**src/rtl/iob_cache_axi_pkg.sv**
```systemverilog
// -----------------------------------------------------------------------------
// iob_cache_axi_pkg
// Shared definitions for the AXI cache backend channels (read and write).
//   state_t          : channel FSM states (IDLE / ADDR / DATA)
//   AXI_BURST_INCR   : INCR burst encoding
//   AXI_RESP_OKAY    : OKAY response encoding
//   AXI_LOCK_NORMAL, AXI_PROT_DEFAULT, AXI_QOS_DEFAULT : constant AX fields
// -----------------------------------------------------------------------------
package iob_cache_axi_pkg;

    typedef enum logic [1:0] {
        IDLE = 2'd0,
        ADDR = 2'd1,
        DATA = 2'd2
    } state_t;

    localparam logic [1:0] AXI_BURST_INCR   = 2'b01;
    localparam logic [1:0] AXI_RESP_OKAY    = 2'b00;
    localparam logic       AXI_LOCK_NORMAL  = 1'b0;
    localparam logic [2:0] AXI_PROT_DEFAULT = 3'b000;
    localparam logic [3:0] AXI_QOS_DEFAULT  = 4'b0000;

endpackage

```
**src/rtl/read_channel_axi.sv**
```systemverilog
// -----------------------------------------------------------------------------
// read_channel_axi
// Line-fill reader for the AXI cache: one INCR read burst per replaced line,
// each returned beat forwarded to the data memory with its beat index.
//
// Ports:
//   ap_clk, reset        : clock, synchronous active-high reset
//   replace_valid/addr   : line-fill request and line address
//   replace              : busy while a fill is in progress
//   read_valid/addr/rdata: beat write port towards the data memory
//   m_axi_ar* / m_axi_r* : AXI4 read-address and read-data channels
//
// Build option: CACHE_AXI_READ_RETRY_EN re-issues a whole burst that saw a
// non-OKAY response or an early rlast. Undefined: rresp is ignored.
// -----------------------------------------------------------------------------
module read_channel_axi
    import iob_cache_axi_pkg::*;
#(
    parameter int          CACHE_FRONTEND_ADDR_W = 32,
    parameter int          CACHE_FRONTEND_DATA_W = 32,
    parameter int          CACHE_BACKEND_ADDR_W  = CACHE_FRONTEND_ADDR_W,
    parameter int          CACHE_BACKEND_DATA_W  = CACHE_FRONTEND_DATA_W,
    parameter int          CACHE_WORD_OFF_W      = 3,
    parameter int          CACHE_AXI_LEN_W       = 8,
    parameter int          CACHE_AXI_ID_W        = 1,
    parameter int          CACHE_AXI_ID          = 0,
    parameter logic [3:0]  CACHE_AXI_CACHE_MODE  = 4'b0011,
    localparam int BE_BYTE_W = $clog2(CACHE_BACKEND_DATA_W / 8),
    localparam int LINE2BE_W = CACHE_WORD_OFF_W
                               - $clog2(CACHE_BACKEND_DATA_W / CACHE_FRONTEND_DATA_W),
    localparam int BEATS     = 2 ** LINE2BE_W,
    localparam int CNT_W     = (LINE2BE_W > 0) ? LINE2BE_W : 1,
    localparam int OFF_W     = BE_BYTE_W + LINE2BE_W
) (
    input  logic                                       ap_clk,
    input  logic                                       reset,

    input  logic                                       replace_valid,
    input  logic [CACHE_FRONTEND_ADDR_W-1:OFF_W]       replace_addr,
    output logic                                       replace,

    output logic                                       read_valid,
    output logic [CNT_W-1:0]                           read_addr,
    output logic [CACHE_BACKEND_DATA_W-1:0]            read_rdata,

    output logic [CACHE_AXI_ID_W-1:0]                  m_axi_arid,
    output logic [CACHE_BACKEND_ADDR_W-1:0]            m_axi_araddr,
    output logic [CACHE_AXI_LEN_W-1:0]                 m_axi_arlen,
    output logic [2:0]                                 m_axi_arsize,
    output logic [1:0]                                 m_axi_arburst,
    output logic                                       m_axi_arlock,
    output logic [3:0]                                 m_axi_arcache,
    output logic [2:0]                                 m_axi_arprot,
    output logic [3:0]                                 m_axi_arqos,
    output logic                                       m_axi_arvalid,
    input  logic                                       m_axi_arready,

    input  logic [CACHE_AXI_ID_W-1:0]                  m_axi_rid,
    input  logic [CACHE_BACKEND_DATA_W-1:0]            m_axi_rdata,
    input  logic [1:0]                                 m_axi_rresp,
    input  logic                                       m_axi_rlast,
    input  logic                                       m_axi_rvalid,
    output logic                                       m_axi_rready
);

    state_t                                state_q, state_d;
    logic [CNT_W-1:0]                      cnt;
    logic [CACHE_FRONTEND_ADDR_W-1:OFF_W]  addr_q;
    logic                                  beat_ok;
    logic                                  cnt_last;
    logic                                  retry;

    // Constant read-address fields
    assign m_axi_arid    = CACHE_AXI_ID_W'(CACHE_AXI_ID);
    assign m_axi_araddr  = CACHE_BACKEND_ADDR_W'({addr_q, OFF_W'(0)});
    assign m_axi_arlen   = CACHE_AXI_LEN_W'(BEATS - 1);
    assign m_axi_arsize  = 3'(BE_BYTE_W);
    assign m_axi_arburst = AXI_BURST_INCR;
    assign m_axi_arlock  = AXI_LOCK_NORMAL;
    assign m_axi_arcache = CACHE_AXI_CACHE_MODE;
    assign m_axi_arprot  = AXI_PROT_DEFAULT;
    assign m_axi_arqos   = AXI_QOS_DEFAULT;

    // rready is high throughout DATA, so a beat is accepted whenever rvalid is
    assign beat_ok    = (state_q == DATA) && m_axi_rvalid;
    assign cnt_last   = (cnt == CNT_W'(BEATS - 1));

    // Outputs are gated by reset so nothing is written while it is held
    assign read_valid = beat_ok && !reset;
    assign read_addr  = cnt;
    assign read_rdata = m_axi_rdata;

`ifdef CACHE_AXI_READ_RETRY_EN
    logic err_q;
    logic beat_err;
    logic unused_in;

    assign beat_err  = (m_axi_rresp != AXI_RESP_OKAY);
    // An rlast before the final beat index is treated as a failed burst too
    assign retry     = err_q || beat_err || !cnt_last;
    assign unused_in = ^m_axi_rid;

    // Cleared at the end of every burst so a retried burst is judged on its own
    always_ff @(posedge ap_clk) begin
        if (reset) begin
            err_q <= 1'b0;
        end else if (state_q == IDLE && replace_valid) begin
            err_q <= 1'b0;
        end else if (beat_ok) begin
            err_q <= m_axi_rlast ? 1'b0 : (err_q || beat_err);
        end
    end
`else
    logic unused_in;

    assign retry     = 1'b0;
    assign unused_in = ^{m_axi_rid, m_axi_rresp, cnt_last};
`endif

    always_comb begin
        state_d       = state_q;
        m_axi_arvalid = 1'b0;
        m_axi_rready  = 1'b0;
        replace       = 1'b0;
        case (state_q)
            IDLE: begin
                if (replace_valid) state_d = ADDR;
            end
            ADDR: begin
                m_axi_arvalid = 1'b1;
                replace       = 1'b1;
                if (m_axi_arready) state_d = DATA;
            end
            DATA: begin
                m_axi_rready = 1'b1;
                replace      = 1'b1;
                if (beat_ok && m_axi_rlast) state_d = retry ? ADDR : IDLE;
            end
            default: state_d = IDLE;
        endcase
        if (reset) begin
            m_axi_arvalid = 1'b0;
            m_axi_rready  = 1'b0;
            replace       = 1'b0;
        end
    end

    always_ff @(posedge ap_clk) begin
        if (reset) begin
            state_q <= IDLE;
            cnt     <= '0;
        end else begin
            state_q <= state_d;
            if (state_q == ADDR && m_axi_arready) begin
                cnt <= '0;
            end else if (beat_ok) begin
                // Single-beat lines keep the index pinned at 0
                cnt <= (BEATS == 1) ? '0 : cnt + CNT_W'(1);
            end
        end
    end

    always_ff @(posedge ap_clk) begin
        if (state_q == IDLE && replace_valid && !reset) begin
            addr_q <= replace_addr;
        end
    end

endmodule

```
**config.mk**
```make
export PLATFORM = sky130hd
export DESIGN_NAME = read_channel_axi
export DESIGN_NICKNAME = d
export VERILOG_FILES = /design/src/rtl/iob_cache_axi_pkg.sv /design/src/rtl/read_channel_axi.sv
export SDC_FILE = /design/constraint.sdc
export NUM_CORES = 1
export LEC_CHECK = 0
export BUFFER_PORTS_ARGS = -buffer_cell sky130_fd_sc_hd__buf_2
export CAP_MARGIN = 20
export CELL_PAD_IN_SITES_DETAIL_PLACEMENT = 1
export CELL_PAD_IN_SITES_GLOBAL_PLACEMENT = 2
export CORE_ASPECT_RATIO = 0.7
export CORE_MARGIN = 5
export CORE_UTILIZATION = 20
export DETAILED_ROUTE_END_ITERATION = 10
export MAX_ROUTING_LAYER = met4
export PLACE_DENSITY = 0.93
export SYNTH_ARGS = -nofsm -noshare
export SYNTH_HDL_FRONTEND = slang
export SYNTH_SLANG_ARGS = --single-unit
```
**constraint.sdc**
```tcl
create_clock -name ap_clk -period 5.6 [get_ports ap_clk]
set_input_delay 1.12 -clock ap_clk [delete_from_list [all_inputs] [get_ports ap_clk]]
set_output_delay 1.12 -clock ap_clk [all_outputs]
set_load 0.05 [all_outputs]
```
# ---- After elaboration in Yosys (flattened, before gate mapping)
# Cells that the tools add are included.
dict set report word_totals {
  regBits 32
  elab_cells 30
}
dict set report classes {
  n_addsub 1
  n_eq_ne 5
  muxes 10
  n_reduce_logical 11
}
# cell count
set ops {}
lappend ops {{1-bit logical AND} 6}
lappend ops {{1-bit two-way mux} 6}
lappend ops {{2-bit two-way mux} 3}
lappend ops {{2-bit one-hot mux with 3 select lines} 1}
lappend ops {{2-bit != test, second input constant} 2}
lappend ops {{2-bit OR reduction} 2}
lappend ops {{3-bit by 1-bit adder with 3-bit output, second input constant} 1}
lappend ops {{3-bit AND reduction} 1}
lappend ops {{2-bit by 1-bit equality test with 1-bit output, second input constant} 1}
lappend ops {{2-bit equality test, second input constant} 1}
lappend ops {{2-bit logical NOT} 1}
lappend ops {{2-bit by 1-bit != test with 1-bit output, second input constant} 1}
lappend ops {{1-bit logical NOT} 1}

# ---- Depth between registers and ports, before layout
# Gate-level depths: netlist (run 1).
dict set report logic_depth {
  depth_word 5
  depth_mapped 5
  mapped_depth_nobuf 5
}

# ---- Least setup slack after synthesis (run 1)
# Ideal clock, no wire load.
dict set report synth_timing {
  kind {input to output}
  start {input reset}
  end {output m_axi_arvalid}
  arrival_time_ns 1.994
  t_required_ns 4.480
  setup_slack_ns 2.486
  cell_stages 2
  n_path_buf 1
  path_cell_list {clkbuf_1 > nor2b_1}
}
dict set report synth_between {
  elab_chain_len 1
}
# item line_no
set synth_lines {}
lappend synth_lines {{start: declaration} read_channel_axi.sv:36} ;# input logic reset,
lappend synth_lines {{1-bit two-way mux} read_channel_axi.sv:141} ;# if (reset) begin
lappend synth_lines {{end: declaration} read_channel_axi.sv:55} ;# output logic m_axi_arvalid,
# No other way between the ends.

# ---- Worst setup path after layout (run 1)
dict set report layout_timing {
  start {input m_axi_rvalid}
  end {output read_valid}
}
dict set report layout_between {
  elab_chain_len 2
}
# item line_no
set layout_lines {}
lappend layout_lines {{start: declaration} read_channel_axi.sv:62} ;# input logic m_axi_rvalid,
lappend layout_lines {{1-bit logical AND} read_channel_axi.sv:85} ;# assign beat_ok = (state_q == DATA) && m_axi_rvalid;
lappend layout_lines {{1-bit logical AND} read_channel_axi.sv:89} ;# assign read_valid = beat_ok && !reset;
lappend layout_lines {{end: declaration} read_channel_axi.sv:42} ;# output logic read_valid,
# No other way between the ends.

==> results of run 1 <==
==> where the power goes <==
part           switching [µW]  total, µW  internal [µW]
clock network            88.0        294            206
logic                     198        249           51.0
registers                10.7        305            294
==> final timing paths <==
path,cells past startpoint,slack [ns],from,end
hold / removal,2,0.48,read_addr[1],read_addr[1]
hold reg to reg,2,0.48,read_addr[1],read_addr[1]
setup reg to reg,4,4.08,state_q[0],state_q[0]
setup / recovery,4,2.79,m_axi_rvalid,read_valid
==> synthesized netlist by cell type <==
cell / number
sky130_fd_sc_hd__buf_4: 63
sky130_fd_sc_hd__edfxtp_1: 27
sky130_fd_sc_hd__ha_1: 6
sky130_fd_sc_hd__dfxtp_1: 5
sky130_fd_sc_hd__inv_1: 4
sky130_fd_sc_hd__nand2_1: 4
sky130_fd_sc_hd__nand2b_1: 4
sky130_fd_sc_hd__nor2_1: 4
sky130_fd_sc_hd__nor2b_1: 3
sky130_fd_sc_hd__conb_1: 2
sky130_fd_sc_hd__mux2i_1: 2
sky130_fd_sc_hd__nand3_1: 2
sky130_fd_sc_hd__xor2_1: 2
sky130_fd_sc_hd__a21o_1: 1
sky130_fd_sc_hd__a21oi_1: 1
sky130_fd_sc_hd__a222oi_1: 1
sky130_fd_sc_hd__clkbuf_1: 1
==> state kept, by name, summed over array words and instances, names as in the netlist <==
register / flops
addr_q: 27
read_addr: 3
state_q: 2
==> cell families (layout without fill, tap and decap cells) <==
| family | after synthesis | in the layout |
|---|---|---|
| buf+inv | 68 | 79 |
| xor+xnor | 2 | 2 |
| flops | 32 | 32 |
| simple gates | 17 | 17 |
| other cells | 2 | 31 |
| mux | 2 | 2 |
| compound gates | 3 | 3 |
| fa+ha+maj | 6 | 6 |
==> worst max-delay path: stages <==
cell	delay [ns]
sky130_fd_sc_hd__buf_2	0.11
sky130_fd_sc_hd__nand2_1	0.10
sky130_fd_sc_hd__nor2_1	0.09
sky130_fd_sc_hd__buf_2	0.26
==> through the flow <==
step                cell area (µm²)  setup WS [ns]  hold slack, ns  power (µW)   util
floorplan                      1740           2.49           0.466         584      -
global placement               1730           2.79           0.470         557  0.219
detailed placement             1730           2.78           0.474         562  0.219
CTS                            1890           2.78           0.481         867  0.239
global route                   1890           2.75           0.511         892  0.239
finish                         1890           2.79           0.480         849  0.239
==> routing by layer <==
layer	track usage	vias up
li1	-	413
met1	0.0731	434
met2	0.0970	51
met3	0.0277	2
met4	0.0323	0
met5	-	-
==> layout make-up <==
class                           instances  area (µm²)
Inverter                                4        15.0
Fill cell                             908        6010
Clock buffer                            5         125
Multi-Input combinational cell         61         338
Timing Repair Buffer                   67         338
Sequential cell                        32         911
Tap cell                              101         126
Clock inverter                          3        37.5
==> layout by cell type (no fill, tap or decap), drive strengths merged <==
cell type and n:
a222oi 1, ha 6, a21o 1, nand2 4, edfxtp 27, inv 4, nand3 2, nor2b 3
clkinv 2, nor2 4, mux2i 2, buf 67, conb 31, xor2 2, bufinv 1, a21oi 1
dfxtp 5, clkbuf 5, nand2b 4
==> results.json, run 1 <==
{
  "outcome": "finished clean",
  "setup_viol_count_final": 0,
  "fmax_mhz": 356,
  "worst-path-max-fanout": 4,
  "core_area_um2": 7910,
  "detailedRoute.firstPassIterationCount": 4,
  "number_of_global_route_vias_before_repair": 930,
  "met3_length_um": 302,
  "detail_route.wl_per_cell_um": 12.2,
  "finalNonFillerCells": 273,
  "start_kind": "input port",
  "place.detailed.hpwl_um": 2690,
  "clk_latency_ns": 0.27,
  "maxUsedRoutingLayer": "met4",
  "synthesis.area_per_instance_um2": 12.3,
  "clock_tree.root_cell": "sky130_fd_sc_hd__clkbuf_16",
  "place.detailed.instances": 265,
  "pwr_density_cell_nw_per_um2": 449,
  "post-synth-top-area-cell": "sky130_fd_sc_hd__edfxtp_1",
  "io_pins": 165,
  "synth_compound_gate_area_share": 0.0138,
  "grt_antenna_before_repair": 0,
  "vdd.ir_drop.worst_mv": 0.175,
  "synth_adder_area_share": 0.0461,
  "proportion_of_synthesized_area_in_mux_cells": 0.0123,
  "cts.sink_count": 32,
  "yosysSeqAreaShare": 0.559,
  "netlist_top_cells_area": "sky130_fd_sc_hd__edfxtp_1 50%, sky130_fd_sc_hd__buf_4 29%, sky130_fd_sc_hd__dfxtp_1 6.1%",
  "layout-drive-gt1-share": 0.430,
  "die_area_um2": 10100,
  "cp_data_arrival_time_ns": 1.69,
  "wl_met1_um": 1350,
  "warning_count_from_the_yosys_run": 0,
  "clk_pin_slew_worst_paths_ns": 0.05,
  "timing_worst_setup_path_type": "in -> out",
  "totalNegativeSetupSlack_ns": 0,
  "synth_largest_type_area_fraction": 0.498,
  "cts_resized": 0,
  "ys_ff_latch": 32,
  "syn-instance-count": 132,
  "synth_top_family_by_area": "buffers and inverters",
  "synthSimpleGateAreaFrac": 0.0515,
  "power.leakage_uw": 0.000864,
  "post_synth_instance_area_um2": 1630,
  "cts_post_setup_buffers_inserted": 0,
  "clock_path_buffers": 2,
  "postRouteWirelength_um": 3330,
  "num-nets-final": 245,
  "cts_max_level": 2,
  "tritoncts_clock_tree": "done",
  "grt_overflow": 0,
  "routed_via_density": 3.30,
  "period_needed_ns": 2.81,
  "via_count_of_the_routed_design": 900,
  "chipHeight_um": 85.5,
  "die_span_in_x_um": 118,
  "setup.worst_path.end_class": "output pin",
  "report.final.hold_viol_count": 0,
  "post_detailed_route_drc_marker_count": 0,
  "grt.total_usage": 0.0642,
  "max_cap_violations": 0,
  "finalMaxSlewViolations": 0,
  "floorplan.rows": 27,
  "grt_pass1_wl_um": 4950,
  "timing.clock.skew_ns": 0.00108,
  "area.growth.synth_to_final_pct": 16.1,
  "grt_start_max_net_pins": 28,
  "setup_repair_after_global_routing_missed_its_margin": "false",
  "antenna_cells": 0,
  "cts_buffers": 5,
  "post_cts_hold_buffer_count": 0,
  "initial_utilization": 0.206,
  "timing.hold.worst.class": "reg -> reg",
  "number_of_library_cell_types_mapped_by_synthesis": 17,
  "place_congestion": 0.747,
  "layout_worst_path_cycle_share": 0.502,
  "io_buffer_count": 66,
  "route.met2.wl_um": 1640,
  "drt_first_iter_violations": 41,
  "synth_xor_area_frac": 0.0108,
  "final_antenna_net_count": 0,
  "worst-endpoint-required_ns": 4.48
}
Note: power is estimated with default switching activity, not from simulation.
==> run 2, diff against run 1 <==
--- a/config.mk
+++ b/config.mk
@@ -5,16 +5,17 @@
 export SDC_FILE = /design/constraint.sdc
 export NUM_CORES = 1
 export LEC_CHECK = 0
+export ABC_AREA = 1
 export BUFFER_PORTS_ARGS = -buffer_cell sky130_fd_sc_hd__buf_2
 export CAP_MARGIN = 20
 export CELL_PAD_IN_SITES_DETAIL_PLACEMENT = 1
 export CELL_PAD_IN_SITES_GLOBAL_PLACEMENT = 2
 export CORE_ASPECT_RATIO = 0.7
 export CORE_MARGIN = 5
-export CORE_UTILIZATION = 20
+export CORE_UTILIZATION = 17
 export DETAILED_ROUTE_END_ITERATION = 10
 export MAX_ROUTING_LAYER = met4
-export PLACE_DENSITY = 0.93
+export PLACE_DENSITY = 0.84
 export SYNTH_ARGS = -nofsm -noshare
 export SYNTH_HDL_FRONTEND = slang
 export SYNTH_SLANG_ARGS = --single-unit
==> constraint.sdc (replaced) <==
create_clock -name ap_clk -period 2.5 [get_ports ap_clk]
set_input_delay 0.5 -clock ap_clk [delete_from_list [all_inputs] [get_ports ap_clk]]
set_output_delay 0.5 -clock ap_clk [all_outputs]
set_load 0.05 [all_outputs]
==> run 2 against run 1 <==
  * Combinational power increased to 2.5 times the previous value
  * Clock skew increased by 0.0010 ns
  * Synthesized cell count increased by 12%
  * Global-route usage decreased by 0.84 points
  * Worst hold slack got worse by 0.074 ns
==> results.json, run 2 <==
{
  "outcome": "finished clean",
  "warning_count_from_the_yosys_run": 0,
  "largest_reg_flops": 27,
  "timing.clock.skew_ns": 0.00212,
  "finalCoreUtilization": 0.205,
  "synth_largest_type_area_fraction": 0.484,
  "floorplan.rows": 30,
  "clk_latency_ns": 0.27,
  "synth_top_flop_cell": "sky130_fd_sc_hd__edfxtp_1",
  "detailedRoute.firstPassIterationCount": 2,
  "die_area_um2": 12000,
  "cts_buffers": 5,
  "drt_first_iter_violations": 38,
  "slowest_stage": "sky130_fd_sc_hd__dfxtp_1",
  "post_detailed_route_drc_marker_count": 0,
  "layout-drive-gt1-share": 0.444,
  "postRouteWirelength_um": 3430,
  "die_span_in_x_um": 129,
  "post_synth_instance_area_um2": 1680,
  "initial_utilization": 0.174,
  "clock_tree.root_cell": "sky130_fd_sc_hd__clkbuf_16",
  "timing_worst_setup_path_type": "reg -> out",
  "area.growth.synth_to_final_pct": 17.9,
  "number_of_library_cell_types_mapped_by_synthesis": 18,
  "setup_slack_at_placement_ns": 0.810,
  "synthArstFlopShare": 0,
  "place.detailed.hpwl_um": 2870,
  "critical_path.cell_chain": "inv_1 -> ha_1 -> nand2_2 -> nor2_1 -> buf_2",
  "finalMaxSlewViolations": 0,
  "routed_via_density": 3.06,
  "report.final.hold_viol_count": 0,
  "detail_route.wl_per_cell_um": 10.8,
  "clock_path_buffers": 2,
  "critical_path.max_stage_delay_ns": 0.32,
  "via_count_of_the_routed_design": 970,
  "setup.worst_path.end_class": "output pin",
  "power.leakage_uw": 0.000913,
  "tritoncts_clock_tree": "done",
  "netlist_top_cells_area": "sky130_fd_sc_hd__edfxtp_1 48%, sky130_fd_sc_hd__buf_4 28%, sky130_fd_sc_hd__dfxtp_1 6.0%",
  "grt.total_usage": 0.0558,
  "cts_max_level": 2,
  "grt_start_max_net_pins": 28,
  "number_of_global_route_vias_before_repair": 1054,
  "fmax_mhz": 513,
  "post_cts_hold_buffer_count": 0,
  "synth_enable_flop_cells": 27,
  "num-nets-final": 262,
  "max_cap_violations": 0,
  "antenna_cells": 0,
  "post-route-worst-setup-slack_ns": 0.550,
  "mostFrequentLayoutCell": "sky130_fd_sc_hd__buf_2",
  "regMostFlops": "addr_q",
  "clk_pin_slew_worst_paths_ns": 0.05,
  "post-synth-top-area-cell": "sky130_fd_sc_hd__edfxtp_1",
  "cp_data_arrival_time_ns": 1.45,
  "period_needed_ns": 1.95,
  "worst-path-max-fanout": 5,
  "grt_antenna_before_repair": 0,
  "setup_repair_after_global_routing_missed_its_margin": "false",
  "final_antenna_net_count": 0,
  "syn-instance-count": 148,
  "grt_overflow": 0,
  "totalNegativeSetupSlack_ns": 0,
  "setup_viol_count_final": 0,
  "worst-endpoint-required_ns": 2.00,
  "place_congestion": 0.724,
  "synthesis.area_per_instance_um2": 11.3,
  "io_pins": 165,
  "synth.most_common_cell": "sky130_fd_sc_hd__buf_4",
  "vdd.ir_drop.worst_mv": 0.203,
  "grt_pass1_wl_um": 5110,
  "cts_post_setup_buffers_inserted": 0,
  "layout_worst_path_cycle_share": 0.780,
  "core_area_um2": 9650,
  "ys_ff_latch": 32,
  "mostFrequentLayoutCells": "66 x sky130_fd_sc_hd__buf_2, 31 x sky130_fd_sc_hd__conb_1, 27 x sky130_fd_sc_hd__edfxtp_1",
  "chipHeight_um": 93.1,
  "yosysSeqAreaShare": 0.543,
  "io_buffer_count": 66,
  "timing.hold.worst.class": "in -> reg",
  "pwr_density_cell_nw_per_um2": 999,
  "cts.sink_count": 32,
  "cts_resized": 0,
  "start_kind": "flip-flop",
  "synthTopCellsByCount": "63 x sky130_fd_sc_hd__buf_4, 27 x sky130_fd_sc_hd__edfxtp_1, 13 x sky130_fd_sc_hd__inv_1, 9 x sky130_fd_sc_hd__nand2_1, 8 x sky130_fd_sc_hd__nor2_1"
}
[run 2: cell types whose count changed after synthesis, moves of 2 or more]
cell	delta
sky130_fd_sc_hd__nand4_1	+2
sky130_fd_sc_hd__o21ai_2	+2
sky130_fd_sc_hd__nor2b_1	-3
sky130_fd_sc_hd__nand2_1	+5
sky130_fd_sc_hd__inv_1	+9
sky130_fd_sc_hd__nor2_1	+4
sky130_fd_sc_hd__nand2b_1	-4
sky130_fd_sc_hd__nand2_2	+4
sky130_fd_sc_hd__mux2i_1	-2
[run 2: cells by family after synthesis]
| group | Yosys count | share of synthesized area |
|---|---|---|
| other cells | 2 | 0.00448 |
| fa+ha+maj | 6 | 0.0448 |
| compound gates | 3 | 0.0134 |
| xor+xnor | 1 | 0.00522 |
| simple gates | 26 | 0.0731 |
| flops | 32 | 0.543 |
| buf+inv | 78 | 0.316 |
[run 2: path summary, 6_finish.rpt]
| kind | slack, ns | to | cells after the start | startpoint |
|---|---|---|---|---|
| setup / recovery | 0.55 | read_valid | 5 | state_q[0] |
| hold / removal | 0.41 | addr_q[17] | 1 | replace_addr[17] |
| setup reg to reg | 1.02 | addr_q[20] | 5 | state_q[1] |
| hold reg to reg | 0.48 | read_addr[1] | 2 | read_addr[1] |
[run 2: per-stage QoR]
| stage | std cells | cell area, µm² | total power, µW | hold WS, ns |
|---|---|---|---|---|
| 2_1_floorplan | 177 | 1790 | 1360 | 0.578 |
| 3_3_place_gp | 309 | 1810 | 1320 | 0.479 |
| 3_5_place_dp | 309 | 1810 | 1330 | 0.481 |
| 4_1_cts | 317 | 1980 | 2020 | 0.396 |
| 5_1_grt | 317 | 1980 | 2090 | 0.391 |
| 6_report | 317 | 1980 | 1980 | 0.406 |
[run 2: layout make-up]
| cell class | instances | area [µm²] |
|---|---|---|
| flip-flops and latches | 32 | 911 |
| multi-input cells | 67 | 348 |
| fillers | 1117 | 7670 |
| well taps | 128 | 160 |
| clock buffers | 6 | 129 |
| repair buffers | 67 | 338 |
| inverters | 15 | 56.3 |
| clock inverters | 2 | 35.0 |
[run 2: critical path: cells and delay by family, from the launching register on]
| family | cells | cell delay (ns) |
|---|---|---|
| adder cells (fa/ha/maj) | 1 | 0.24 |
| buffers and inverters | 2 | 0.39 |
| flip-flops | 1 | 0.32 |
| AND/OR/NAND/NOR | 2 | 0.23 |
[run 2: per-layer routing]
layer / part of all wire / track usage / vias up / routed length, µm
li1: - / - / 453 / -
met1: 0.37 / 0.0572 / 451 / 1260
met2: 0.54 / 0.0961 / 60 / 1840
met3: 0.078 / 0.0183 / 6 / 268
met4: 0.015 / 0.0280 / 0 / 53
met5: 0 / - / - / 0
[run 2: report_power, final]
group | total [µW] | internal (µW) | switching, µW
Combinational | 631 | 130 | 501
Sequential | 679 | 658 | 21.2
Clock | 665 | 467 | 198
==> run 3, diff against run 2 <==
--- a/config.mk
+++ b/config.mk
@@ -12,10 +12,10 @@
 export CELL_PAD_IN_SITES_GLOBAL_PLACEMENT = 2
 export CORE_ASPECT_RATIO = 0.7
 export CORE_MARGIN = 5
-export CORE_UTILIZATION = 17
+export CORE_UTILIZATION = 18
 export DETAILED_ROUTE_END_ITERATION = 10
 export MAX_ROUTING_LAYER = met4
-export PLACE_DENSITY = 0.84
+export PLACE_DENSITY = 0.85
 export SYNTH_ARGS = -nofsm -noshare
 export SYNTH_HDL_FRONTEND = slang
 export SYNTH_SLANG_ARGS = --single-unit
==> constraint.sdc (replaced) <==
create_clock -name ap_clk -period 1.85 [get_ports ap_clk]
set_input_delay 0.37 -clock ap_clk [delete_from_list [all_inputs] [get_ports ap_clk]]
set_output_delay 0.37 -clock ap_clk [all_outputs]
set_load 0.05 [all_outputs]
==> run 3 against run 2 <==
  * Global-route usage barely moved
  * Critical path depth did not move
  * Worst hold slack got worse by 0.13 ns
  * Count of clock-buffer cells in the layout did not move
  * Largest cell class unchanged
  * Critical path type unchanged
==> results.json, run 3 (synthesized netlist as in run 2, its figures left out) <==
{
  "worst-path-max-fanout": 5,
  "critical_path.max_stage_delay_ns": 0.33,
  "cts_buffers": 5,
  "post-route-worst-setup-slack_ns": 0.114,
  "clk_latency_ns": 0.27,
  "regMostFlops": "addr_q",
  "setup_slack_at_placement_ns": 0.300,
  "place.detailed.hpwl_um": 2740,
  "area.growth.synth_to_final_pct": 18.8,
  "critPathBufInv": 3,
  "cts.sink_count": 32,
  "mostFrequentLayoutCells": "64 x sky130_fd_sc_hd__buf_2, 31 x sky130_fd_sc_hd__conb_1, 27 x sky130_fd_sc_hd__edfxtp_1",
  "hold_path_origin": "replace_addr[25]",
  "fmax_mhz": 576,
  "mostFrequentLayoutCell": "sky130_fd_sc_hd__buf_2",
  "timing_worst_setup_path_type": "reg -> out",
  "critical_path.startpoint": "state_q[1]",
  "timing.hold.worst.class": "in -> reg",
  "number_of_global_route_vias_before_repair": 971,
  "die_area_um2": 11400,
  "layout_worst_path_cycle_share": 0.938,
  "slowest_stage": "sky130_fd_sc_hd__dfxtp_1",
  "vdd.ir_drop.worst_mv": 0.351,
  "floorplan.rows": 29,
  "placed_cell_area_um2": 1820,
  "place_congestion": 0.748,
  "worstReg2RegStart": "state_q[1]",
  "critical_path.cell_chain": "inv_1 -> ha_1 -> inv_1 -> nor2_1 -> clkbuf_4",
  "detailedRoute.firstPassIterationCount": 4,
  "io_buffer_count": 66,
  "most_repeated_library_cell_on_the_critical_path": "sky130_fd_sc_hd__inv_1",
  "grt_start_max_net_pins": 28,
  "timing.clock.skew_ns": 0.00679,
  "pwr_density_cell_nw_per_um2": 1350,
  "layout-drive-gt1-share": 0.455,
  "routed_via_density": 3.06,
  "grt_pass1_wl_um": 4990,
  "period_needed_ns": 1.74,
  "antenna_cells": 0,
  "setup_viol_count_final": 0,
  "num-nets-final": 262,
  "power.leakage_uw": 0.000914,
  "largest_reg_flops": 27,
  "cts_max_level": 2,
  "clock_path_buffers": 2,
  "die_span_in_x_um": 125,
  "finalMaxSlewViolations": 0,
  "combined_area_of_the_multi_input_logic_cells_um2": 350,
  "post_detailed_route_drc_marker_count": 0,
  "totalNegativeSetupSlack_ns": 0,
  "setup.worst_path.end_class": "output pin",
  "postRouteWirelength_um": 3270,
  "worst_path_dominant_cell_family": "buffers and inverters",
  "via_count_of_the_routed_design": 957,
  "core_area_um2": 9070,
  "grt_overflow": 0,
  "max_cap_violations": 0,
  "io_pins": 165,
  "outcome": "finished clean",
  "grt.total_usage": 0.0560,
  "detail_route.wl_per_cell_um": 10.5,
  "cp_data_arrival_time_ns": 1.37,
  "cts_post_setup_buffers_inserted": 0,
  "worst-endpoint-required_ns": 1.48,
  "final_antenna_net_count": 0,
  "post_cts_hold_buffer_count": 0,
  "report.final.hold_viol_count": 0,
  "start_kind": "flip-flop",
  "initial_utilization": 0.185,
  "clock_tree.root_cell": "sky130_fd_sc_hd__clkbuf_16",
  "fin_area_um2": 1990,
  "fillCellCount": 1073,
  "clk_pin_slew_worst_paths_ns": 0.05,
  "regArea_um2": 911,
  "grt_antenna_before_repair": 0,
  "tritoncts_clock_tree": "done",
  "chipHeight_um": 90.7,
  "drt_first_iter_violations": 34
}
-- run 3: changes by cell type in the layout (fill, tap and decap cells not counted), sizes merged --
cell	previous run	this run
buf	67	66
clkbuf	6	7
-- run 3: final timing paths --
check | endpoint | slack [ns] | cells past startpoint
setup / recovery | replace | 0.11 | 5
hold / removal | addr_q[25] | 0.28 | 1
setup reg to reg | addr_q[23] | 0.46 | 5
hold reg to reg | read_addr[1] | 0.49 | 2
-- run 3: per-stage QoR --
stage,std cells,total power (µW),util,hold slack [ns]
after detailed placement,305,1810,0.201,0.486
final,313,2690,0.220,0.277
after floorplan,177,1840,-,0.469
after global placement,305,1790,0.201,0.490
after global routing,313,2850,0.220,0.260
after CTS,313,2730,0.219,0.270
-- run 3: metal layers --
layer	vias to the layer above	track usage	share of wire
met2	52	0.0930	0.52
met3	4	0.0254	0.079
met5	-	-	0
met4	0	0.0226	0.0095
met1	451	0.0582	0.39
li1	450	-	-
-- run 3: worst reg2reg max path: cells and delay by family, from the launching register on --
family,cells,cell delay [ns]
adders and majority gates,1,0.21
buffers and inverters,2,0.36
DFF,1,0.31
and+or+nand+nor,2,0.19
-- run 3: layout make-up --
cell class / instances / area share
clock buffers: 6 / 0.0647
clock inverters: 2 / 0.0176
well taps: 124 / 0.0779
multi-input cells: 67 / 0.176
inverters: 15 / 0.0283
repair buffers: 67 / 0.178
flip-flops and latches: 32 / 0.457
-- run 3: power by group --
part / switching [µW] / internal (µW) / leakage [µW]
clock network: 267 / 631 / 0.0000808
registers: 30.5 / 889 / 0.000290
logic: 682 / 195 / 0.000543
-- run 3: timing repair --
action                                  4_1_cts  5_1_grt
endpoints found under the setup margin        1        3
resized for setup                             1        3
pin swaps                                     0        0
